**src/rtl/scroll_ctrl.sv**
```systemverilog
// scroll_ctrl: frame-synchronous scroll offsets; commands staged in shadow regs, applied at vblank start
module scroll_ctrl #(
  parameter int OFFW     = 12,
  parameter int IMG_W    = 160,
  parameter int IMG_H    = 120,
  parameter int V_ACTIVE = 480
) (
  input  logic            clk,
  input  logic            rst,
  input  logic [11:0]     vdata,
  input  logic            cmd_valid,
  output logic            cmd_ready,
  input  logic [1:0]      cmd_op,
  input  logic [OFFW-1:0] cmd_arg,
  output logic [OFFW-1:0] hoffset,
  output logic [OFFW-1:0] voffset,
  output logic            running,
  output logic            frame_pulse,
  output logic [15:0]     frame_cnt
);
  typedef enum logic [1:0] {IDLE, RUN, APPLY} state_t;
  state_t state, state_nx;
  logic [11:0] vdata_q;
  logic [OFFW-1:0] vspd_sh, hoff_sh;
  logic run_sh, fb, acc;
  logic [OFFW:0] vsum, vnext;
  assign fb = vdata == 12'(V_ACTIVE) && vdata_q != 12'(V_ACTIVE);
  assign cmd_ready = !rst && state != APPLY;
  assign acc = cmd_valid && cmd_ready;
  assign running = state == RUN;
  // both operands are below IMG_H, so one conditional subtract is a full modulo
  assign vsum = {1'b0, voffset} + {1'b0, vspd_sh};
  assign vnext = vsum >= (OFFW+1)'(IMG_H) ? vsum - (OFFW+1)'(IMG_H) : vsum;
  always_comb begin
    state_nx = state;
    if (state == APPLY) state_nx = run_sh ? RUN : IDLE;
    else if (fb) state_nx = APPLY;
  end
  always_ff @(posedge clk) begin
    if (rst) begin
      state       <= IDLE;
      vdata_q     <= '0;
      vspd_sh     <= '0;
      hoff_sh     <= '0;
      run_sh      <= 1'b0;
      hoffset     <= '0;
      voffset     <= '0;
      frame_pulse <= 1'b0;
      frame_cnt   <= '0;
    end else begin
      state       <= state_nx;
      vdata_q     <= vdata;
      frame_pulse <= state == APPLY;
      if (acc) begin
        case (cmd_op)
          2'b00: vspd_sh <= cmd_arg > OFFW'(IMG_H-1) ? OFFW'(IMG_H-1) : cmd_arg;
          2'b01: hoff_sh <= cmd_arg > OFFW'(IMG_W-1) ? OFFW'(IMG_W-1) : cmd_arg;
          2'b10: run_sh <= 1'b0;
          default: run_sh <= 1'b1;
        endcase
      end
      if (state == APPLY) begin
        hoffset <= hoff_sh;
        if (run_sh) begin
          voffset   <= vnext[OFFW-1:0];
          frame_cnt <= frame_cnt + 16'd1;
        end
      end
    end
  end
endmodule

```
**config.mk**
```make
export PLATFORM = sky130hd
export DESIGN_NAME = scroll_ctrl
export DESIGN_NICKNAME = d
export VERILOG_FILES = /design/src/rtl/scroll_ctrl.sv
export SDC_FILE = /design/constraint.sdc
export NUM_CORES = 1
export LEC_CHECK = 0
export BUFFER_PORTS_ARGS = -buffer_cell sky130_fd_sc_hd__buf_2
export CAP_MARGIN = 30
export CORE_MARGIN = 2
export CORE_UTILIZATION = 30
export DETAILED_ROUTE_END_ITERATION = 10
export GPL_ROUTABILITY_DRIVEN = 0
export HOLD_SLACK_MARGIN = 0.06
export PLACE_DENSITY = 0.47
export SLEW_MARGIN = 15
export SYNTH_ARGS = -nofsm -noshare
export SYNTH_HDL_FRONTEND = slang
export SYNTH_SLANG_ARGS = --single-unit
```
**constraint.sdc**
```tcl
create_clock -name clk -period 6.1 [get_ports clk]
set_clock_uncertainty 0.2 [all_clocks]
set_input_delay 0.305 -clock clk [delete_from_list [all_inputs] [get_ports clk]]
set_output_delay 0.305 -clock clk [all_outputs]
set_load 0.02 [all_outputs]
```
==> impl_metrics.py, run 1 <==
metrics = {
    "worst_hold_path": {
        "min_path_type": "primary input to register",
        "min_to": "hoff_sh[5]",
        "hold_path_depth": 3,
        "min_from": "cmd_arg[5]",
    },
    "global_route": {
        "antenna_found_initial": 0,
        "grtUsageTotal": 0.1488,
        "grt_max_degree": 58,
        "overflow": 0,
        "grt_pass1_vias": 3210,
        "grt_pass1_wl_um": 15730,
    },
    "place": {
        "dpl.hpwl_um": 6965,
        "port_buffers": 71,
    },
    "drt": {
        "first_pass_iters": 4,
        "num_vias": 3314,
        "drc_errors": 0,
        "detail_route.wl_per_cell_um": 14.42,
        "drt-vias-per-instance": 4.969,
        "antenna_left": 0,
        "first_iter_violations": 176,
        "drt_wl_total_um": 9616,
    },
    "clocking": {
        "cts_sinks": 80,
        "cts_setup_buffers": 0,
        "ctsHoldBuffers": 17,
        "cts-buffers-inserted": 9,
        "clk_pin_slew_ps": 60,
        "cts_resized": 0,
        "clk_latency_ps": 330,
        "htree_levels": 3,
        "root_buffer": "clkbuf_16",
        "clock_path_buffers": 2,
        "cts_tree": "done",
    },
    "timing": {
        "slew_headroom": 0.5473,
        "hold_viol_final": 0,
        "finalSetupTns_ps": 0,
        "max_freq_mhz": 295.5,
        "timing.final.crit_share": 0.5547,
        "min_period_ps": 3384,
        "tightestPinTransition_ps": 661.9,
        "report.final.slew_viol_count": 0,
        "grt_setup_unrepaired": "no",
        "setup_viol": 0,
    },
    "synth": {
        "synth-seq-cells": 80,
        "synth_nets": 454,
        "synth.top_cell.area_share": 0.4274,
        "synth.avg_cell_area_sq_um": 9.140,
        "syn_inst": 410,
        "ys_types": 55,
        "ys_seq_area_frac": 0.4274,
        "yosysWarnings": 0,
        "ys_top_cells_by_area": "dfxtp_1, nor2_1, ha_1",
        "synth-edff-count": 0,
        "async_flop_share": 0,
        "synth_ff_type": "dfxtp_1",
        "syn_area_sq_um": 3747,
        "yosys.area.top_type": "dfxtp_1",
    },
    "layout": {
        "diodes": 0,
        "final_cell_mix": "dfxtp_1, buf_2, nor2_1",
        "layout_commonest_cell": "dfxtp_1",
        "area_growth_pct": 25.54,
        "n_fill_cell": 1267,
        "layout.nets": 538,
        "final_util": 0.3884,
        "drive_gt1_frac": 0.2104,
    },
    "setup_path": {
        "r2r_cells": 9,
        "crit_fanout": 7,
        "reg2reg_slack_ps": 2720,
        "rr_endpoint": "voffset[7]",
        "r2r_start": "voffset[0]",
        "crit_type": "register to register",
        "cp-start-kind": "register",
        "crit_required_ps": 6080,
        "crit_arrival_ps": 3370,
        "cp-end-kind": "register",
    },
    "floorplan": {
        "die_x_um": 115.8,
        "coreArea_sq_um": 12110,
        "start_util": 0.3094,
        "io_pins": 72,
        "die_h_um": 115.8,
        "num_rows": 40,
        "dieArea_sq_um": 13400,
    },
    "run": {
        "max_cap_violations": 0,
    },
    "pwr": {
        "power.density_nw_per_um2": 231.5,
        "ir_drop_uv": 122.0,
        "leakage_uw": 0.002039,
    },
    "run_status": {
        "outcome": "complete, no violations",
    },
}
-- stage by stage --
step | area, sq um | hold slack, ps | power [uW] | std cells | setup WS [ps]
final | 4705 | 75.59 | 1089 | 667 | 2716
after floorplan | 3747 | 230.7 | 567.6 | 410 | 2865
after CTS | 4705 | 64.69 | 1104 | 667 | 2710
after global placement | 4247 | 243.9 | 587.8 | 633 | 2786
after global routing | 4705 | 76.74 | 1132 | 667 | 2423
after detailed placement | 4254 | 252.1 | 588.5 | 634 | 2729
-- power breakdown --
group	internal, uW	switching [uW]	leakage, uW
clock	280	224	0.000138
combinational	24.8	27.6	0.00125
sequential	530	3.08	0.000648
total	834	255	0.00204
-- routing by layer --
metal | share of wire | track usage
met1 | 0.48 | 0.2015
met2 | 0.45 | 0.2300
met3 | 0.047 | 0.03347
met4 | 0.022 | 0.06032
met5 | 0 | 0
-- final cells by class --
class	count	area, sq um	share of cell area
sequential	80	1602	0.3404
inverter	6	22.52	0.004787
clock buffer	9	225.2	0.04787
multi-input combinational	305	2034	0.4324
timing repair buffer	92	555.5	0.1181
clock inverter	7	55.05	0.01170
tap	168	210.2	0.04468
-- worst max path at each step --
stage               startpoint  cells after the start  slack [ps]          to
detailed placement  voffset[0]                      9        2730  voffset[3]
finish              voffset[0]                      9        2720  voffset[7]
global route        voffset[0]                      9        2420  voffset[4]
CTS                 voffset[0]                      9        2710  voffset[3]
global placement    voffset[0]                      9        2790  voffset[3]
floorplan           voffset[1]                     11        2860  voffset[3]
-- kinds of logic after synthesis --
logic type | count (synthesis) | share of synthesized area
compound gates | 96 | 0.1980
xor+xnor | 21 | 0.04908
fa+ha+maj | 15 | 0.05209
buf+inv | 25 | 0.02971
flops | 80 | 0.4274
mux | 1 | 0.002671
simple gates | 172 | 0.2411
-- registers in the layout, summed over array words and instances (netlist names) --
name,flops
hoffset,12
frame_cnt,16
vspd_sh,12
frame_pulse,1
run_sh,1
vdata_q,12
state,2
hoff_sh,12
voffset,12
-- worst max-delay path: stages, from the launching register on --
cell	delay (ps)
dfxtp_1	320
ha_1	230
fa_1	420
a21o_1	230
a211o_4	370
a211oi_2	320
o211ai_2	180
or4_1	650
o211ai_1	220
a211oi_1	90
-- cells in the mapped netlist (all sizes together), types with 11 or more instances --
library cell,instances
a211oi,14
nor2b,15
ha,14
nor2,47
dfxtp,80
clkbuf,14
xor2,11
a21oi,18
nand2,27
a22o,12
o21ai,12
and2,14
nand3,15
Power figures use the tool's default switching activity.
==> run 2: changes to the inputs <==
ABC_AREA = 1   (was not set)
PLACE_DENSITY = 0.48   (was 0.47)
clock period = 3.1 ns   (was 6.1 ns; I/O delays follow)
==> run 2 against run 1 <==
Compared with the run above: first-iteration DRC count fell by 6.8%; worst setup slack got worse by 2400 ps; register-to-register slack got worse by 2400 ps; sequential power rose by 97%; sequential share of layout area fell by 2.0 points.
==> impl_metrics.py, run 2 <==
metrics = {
    "timing": {
        "slew_headroom": 0.4892,
        "grt_setup_unrepaired": "no",
        "fin_ws_ps": 363.1,
        "report.final.slew_viol_count": 0,
        "timing.final.crit_share": 0.8829,
        "tightestPinTransition_ps": 766.1,
        "hold_viol_final": 0,
        "max_freq_mhz": 365.4,
        "setup_viol": 0,
        "min_period_ps": 2737,
        "finalSetupTns_ps": 0,
    },
    "setup_path": {
        "rr_endpoint": "voffset[4]",
        "crit_fanout": 9,
        "crit_required_ps": 3090,
        "r2r_start": "voffset[0]",
        "r2r_cells": 14,
        "reg2reg_slack_ps": 360,
        "startpoint": "voffset[0]",
        "cp-start-kind": "register",
        "cp-end-kind": "register",
        "crit_type": "register to register",
        "crit_arrival_ps": 2730,
        "cp-endpoint": "voffset[4]",
    },
    "clocking": {
        "cts-buffers-inserted": 9,
        "root_buffer": "clkbuf_16",
        "clk_latency_ps": 340,
        "cts_tree": "done",
        "cts_setup_buffers": 0,
        "cts_sinks": 80,
        "htree_levels": 3,
        "cts_resized": 0,
        "clock_path_buffers": 2,
        "clk_pin_slew_ps": 60,
    },
    "pwr": {
        "netSwitchingFraction": 0.2212,
        "ir_drop_uv": 286.7,
        "power.density_nw_per_um2": 442.2,
        "leakage_uw": 0.002204,
        "internal_power_uw": 1719,
        "pwr-share-seq": 0.475,
        "power_frac_comb": 0.050,
        "clockPowerShare": 0.475,
        "p_switching_uw": 488.2,
    },
    "place": {
        "dpl.hpwl_um": 7074,
        "port_buffers": 71,
        "dp_worst_setup_slack_ps": 382.0,
    },
    "floorplan": {
        "io_pins": 72,
        "die_h_um": 117.7,
        "num_rows": 41,
        "die_x_um": 117.7,
        "start_util": 0.3071,
        "dieArea_sq_um": 13840,
        "coreArea_sq_um": 12620,
    },
    "layout": {
        "diodes": 0,
        "drive_gt1_frac": 0.1755,
        "area_growth_pct": 28.80,
        "largest_register_ffs": 16,
        "layout.nets": 683,
        "layout_commonest_cell": "nand2_1",
        "largest_register": "frame_cnt",
        "final_util": 0.3955,
        "final_cell_mix": "nand2_1, inv_1, dfxtp_1",
    },
    "synth": {
        "ys_types": 34,
        "synth_nets": 582,
        "synth-seq-cells": 80,
        "yosys.area.top_type": "dfxtp_1",
        "yosysWarnings": 0,
        "synth_ff_type": "dfxtp_1",
        "syn_area_sq_um": 3875,
        "syn_inst": 538,
        "ys_top_cells_by_area": "dfxtp_1, nand2_1, inv_1",
        "synth.top_cell.area_share": 0.4133,
        "synth.avg_cell_area_sq_um": 7.203,
        "synth_most_common_cell": "nand2_1",
        "netlist_top_cells_count": "nand2_1, inv_1, dfxtp_1, nor2_1, a21oi_1",
        "ys_seq_area_frac": 0.4133,
        "synth-edff-count": 0,
        "async_flop_share": 0,
    },
    "global_route": {
        "grt_max_degree": 41,
        "grt_pass1_vias": 3590,
        "grtUsageTotal": 0.1442,
        "grt_pass1_wl_um": 16320,
        "overflow": 0,
        "antenna_found_initial": 0,
    },
    "drt": {
        "antenna_left": 0,
        "detail_route.wl_per_cell_um": 11.83,
        "drc_errors": 0,
        "first_pass_iters": 5,
        "drt_wl_total_um": 9652,
        "drt-vias-per-instance": 4.482,
        "num_vias": 3657,
        "first_iter_violations": 164,
    },
    "worst_hold_path": {
        "min_path_type": "primary input to register",
    },
    "run": {
        "max_cap_violations": 0,
    },
    "run_status": {
        "outcome": "complete, no violations",
    },
}
run 2: cell count changes in the layout (fill, tap and decap cells not counted), sizes merged, moves of 10 or more:
cell / previous run / this run
nor3: 5 / 22
a21oi: 18 / 37
nor2b: 15 / 0
nand3: 15 / 30
o21ai: 12 / 34
and2: 14 / 0
inv: 7 / 88
a22o: 12 / 2
and3: 10 / 0
dlygate4sd3: 17 / 28
nor2: 47 / 57
nand2: 27 / 118
run 2: critical path, cell delays in order, from the launching register on:
cell     delay [ps]
dfxtp_1         320
ha_1            250
fa_1            440
nand2_1         100
nand2_2          70
nand2_1          70
xnor2_1         180
ha_1            260
inv_1            80
o21ai_2         220
nor2_4           90
nand3_4         120
nand2_2          50
nand3_1          70
a21oi_1          70
run 2: worst min-delay path by stage:
stage | start | end | slack, ps | depth (start not counted)
after floorplan | rst | frame_pulse | 60 | 1
after global placement | vdata[7] | vdata_q[7] | 160 | 3
after detailed placement | vdata[3] | vdata_q[3] | 180 | 3
after CTS | cmd_arg[8] | vspd_sh[6] | 70 | 7
after global routing | cmd_arg[11] | vspd_sh[6] | 140 | 7
final | cmd_arg[8] | vspd_sh[6] | 90 | 7
run 2: cell families (layout without fill, tap and decap cells):
group	Yosys count	in the layout	synth area share
AOI/OAI and AO/OA	88	88	0.1253
xor gates and xnor gates	9	9	0.02034
adders and majority gates	15	15	0.05037
DFF	80	80	0.4133
buffers and inverters	100	206	0.09816
and+or+nand+nor	246	246	0.2925
run 2: stage by stage:
step / power [uW] / hold slack [ps] / instance area [sq um] / instances
finish: 2207 / 85.23 / 4991 / 816
CTS: 2244 / 70.80 / 4991 / 816
detailed placement: 1158 / 182.7 / 4422 / 772
global placement: 1157 / 165.0 / 4422 / 772
floorplan: 1118 / 59.97 / 3875 / 538
global route: 2290 / 139.8 / 4991 / 816
run 2: what timing repair did:
item | in CTS | in global routing
endpoints found under the hold margin | 31 | 0
endpoints found under the setup margin | 0 | 0
hold buffers | 28 | 0
run 2: area by class of cell:
type | count | area (sq um)
Tap cell | 172 | 215.2
Multi-Input combinational cell | 358 | 1893
Clock inverter | 5 | 56.30
Timing Repair Buffer | 103 | 665.6
Inverter | 87 | 326.6
Fill cell | 1348 | 7629
Sequential cell | 80 | 1602
Clock buffer | 11 | 232.7
run 2: per-layer routing:
layer	up-vias	part of all wire	global-route usage
met3	9	0.042	0.04021
met1	1652	0.48	0.1751
met2	60	0.46	0.2435
met5	-	0	0
li1	1936	-	-
met4	0	0.015	0.05196
run 2: power by group through the flow:
stage | combinational [uW] | clock (uW) | sequential (uW)
floorplan | 49.5 | 0 | 1070
global placement | 86.8 | 0 | 1070
detailed placement | 87.9 | 0 | 1070
CTS | 112 | 1080 | 1050
global route | 125 | 1120 | 1050
finish | 111 | 1050 | 1050
==> run 3: changes to the inputs <==
PLACE_DENSITY = 0.46   (was 0.48)
clock period = 3.5 ns   (was 3.1 ns; I/O delays follow)
==> run 3 against run 2 <==
Compared with the run above: die area unchanged; critical path depth down 4; register-to-register slack better by 250 ps; clock power up 4%; utilization up 0.53 points; total power down 4.1%; flip-flop and latch count unchanged; critical endpoint is now hoff_sh[6]; via count down 0.74%.
==> impl_metrics.py, run 3 (same netlist as run 2, synthesis figures left out) <==
metrics = {
    "drt": {
        "drt-vias-per-instance": 4.449,
        "drt_wl_total_um": 9811,
        "first_iter_violations": 131,
        "detail_route.wl_per_cell_um": 12.02,
        "antenna_left": 0,
        "first_pass_iters": 4,
        "drc_errors": 0,
        "num_vias": 3630,
    },
    "clocking": {
        "clock_path_buffers": 2,
        "root_buffer": "clkbuf_16",
        "htree_levels": 3,
        "cts_sinks": 80,
        "cts-buffers-inserted": 9,
        "cts_resized": 0,
        "clk_pin_slew_ps": 70,
        "cts_tree": "done",
        "clk_latency_ps": 350,
    },
    "floorplan": {
        "num_rows": 41,
        "die_h_um": 117.7,
        "coreArea_sq_um": 12620,
        "io_pins": 72,
        "dieArea_sq_um": 13840,
        "die_x_um": 117.7,
        "start_util": 0.3071,
    },
    "run": {
        "max_cap_violations": 0,
    },
    "timing": {
        "finalSetupTns_ps": 0,
        "hold_viol_final": 0,
        "setup_viol": 0,
        "max_freq_mhz": 339.8,
        "slew_headroom": 0.6027,
        "timing.final.crit_share": 0.8409,
        "grt_setup_unrepaired": "no",
        "tightestPinTransition_ps": 595.3,
        "min_period_ps": 2943,
        "report.final.slew_viol_count": 0,
    },
    "layout": {
        "diodes": 0,
        "layout.nets": 684,
        "largest_register_ffs": 16,
        "largest_register": "frame_cnt",
        "drive_gt1_frac": 0.1786,
        "area_growth_pct": 30.51,
        "instances_no_fill": 816,
        "layout_commonest_cell": "nand2_1",
        "final_cell_mix": "nand2_1, inv_1, dfxtp_1",
    },
    "worst_hold_path": {
        "min_path_type": "primary input to register",
        "hold_path_depth": 7,
    },
    "global_route": {
        "antenna_found_initial": 0,
        "grt_max_degree": 40,
        "grt_pass1_wl_um": 16700,
        "overflow": 0,
        "grt_pass1_vias": 3584,
        "grtUsageTotal": 0.1497,
    },
    "setup_path": {
        "cp.depth": 10,
        "crit_required_ps": 3580,
        "worstPathCellList": "dlygate4sd3_1 -> buf_2 -> nor2_2 -> nand2_1 -> nor3_2 -> inv_2 -> nor2_1 -> nand2_1 -> dlygate4sd3_1 -> a21oi_1",
        "slowest_stage": "dlygate4sd3_1",
        "cpPeakStageDelay_ps": 560,
        "crit_type": "primary input to register",
        "cp-start-kind": "primary input",
        "cp.buffers_inverters": 4,
        "cp-end-kind": "register",
        "crit_fanout": 15,
        "r2r_cells": 10,
        "crit_arrival_ps": 3020,
        "critPathTopFamily": "buffers and inverters",
    },
    "place": {
        "dp_cells": 772,
        "port_buffers": 71,
        "dpl.hpwl_um": 7080,
    },
    "pwr": {
        "power.density_nw_per_um2": 418.4,
        "ir_drop_uv": 251.2,
        "leakage_uw": 0.002238,
    },
    "run_status": {
        "outcome": "complete, no violations",
    },
}
run 3: cell types whose count changed in the layout (fill, tap and decap cells not counted):
| cell | before | now |
|---|---|---|
| inv_6 | 1 | 2 |
| clkinv_2 | 2 | 0 |
| bufinv_16 | 1 | 3 |
| clkbuf_1 | 2 | 0 |
| buf_8 | 0 | 1 |
run 3: metrics by stage:
stage | hold slack [ps] | setup slack [ps] | instance area, sq um | utilization | power (uW)
after floorplan | 79.97 | 928.0 | 3875 | - | 990.6
after global placement | 189.6 | 889.3 | 4422 | 0.3504 | 1024
after detailed placement | 198.5 | 828.3 | 4422 | 0.3504 | 1026
after CTS | 98.43 | 549.2 | 5042 | 0.3996 | 2144
after global routing | 166.2 | 221.8 | 5057 | 0.4008 | 2200
final | 107.7 | 556.7 | 5057 | 0.4008 | 2116
run 3: power by group:
group	internal [uW]	total, uW	leakage [uW]	switching [uW]
Sequential	923	928	0.000649	4.30
Clock	698	1090	0.000163	390
Combinational	47.9	101	0.00143	53.2
Total	1670	2120	0.00224	447
run 3: cell type report:
type	instances	area, sq um
Clock buffer	9	225.2
Tap cell	172	215.2
Clock inverter	6	115.1
Timing Repair Buffer	104	680.7
Sequential cell	80	1602
Fill cell	1371	7562
Multi-Input combinational cell	358	1893
Inverter	87	326.6
run 3: metal layers:
metal | routed length [um] | part of all wire | vias up | track usage
li1 | - | - | 1941 | -
met1 | 4806 | 0.49 | 1620 | 0.1840
met2 | 4463 | 0.45 | 59 | 0.2467
met3 | 392 | 0.040 | 10 | 0.04797
met4 | 148 | 0.015 | 0 | 0.05120
met5 | 0 | 0 | - | 0
run 3: final timing paths:
path	startpoint	endpoint	slack, ps
worst max-delay path	rst	hoff_sh[6]	560
worst min-delay path	cmd_arg[8]	vspd_sh[6]	110
worst max register to register	state[1]	hoff_sh[6]	610
worst min register to register	hoff_sh[9]	hoff_sh[9]	240
run 3: worst reg2reg max path: stages, from the launching register on:
cell and delay [ps]:
dfxtp_1 320, inv_1 90, nor2_4 50, nor2_2 460, nand2_1 190, nor3_2 350
inv_2 200, nor2_1 220, nand2_1 70, dlygate4sd3_1 560, a21oi_1 120
run 3: repair_timing:
| item | 4_1_cts | 5_1_grt |
|---|---|---|
| buffers inserted | 0 | 0 |
| hold buffers | 28 | 0 |
| hold endpoints to repair | 41 | 0 |
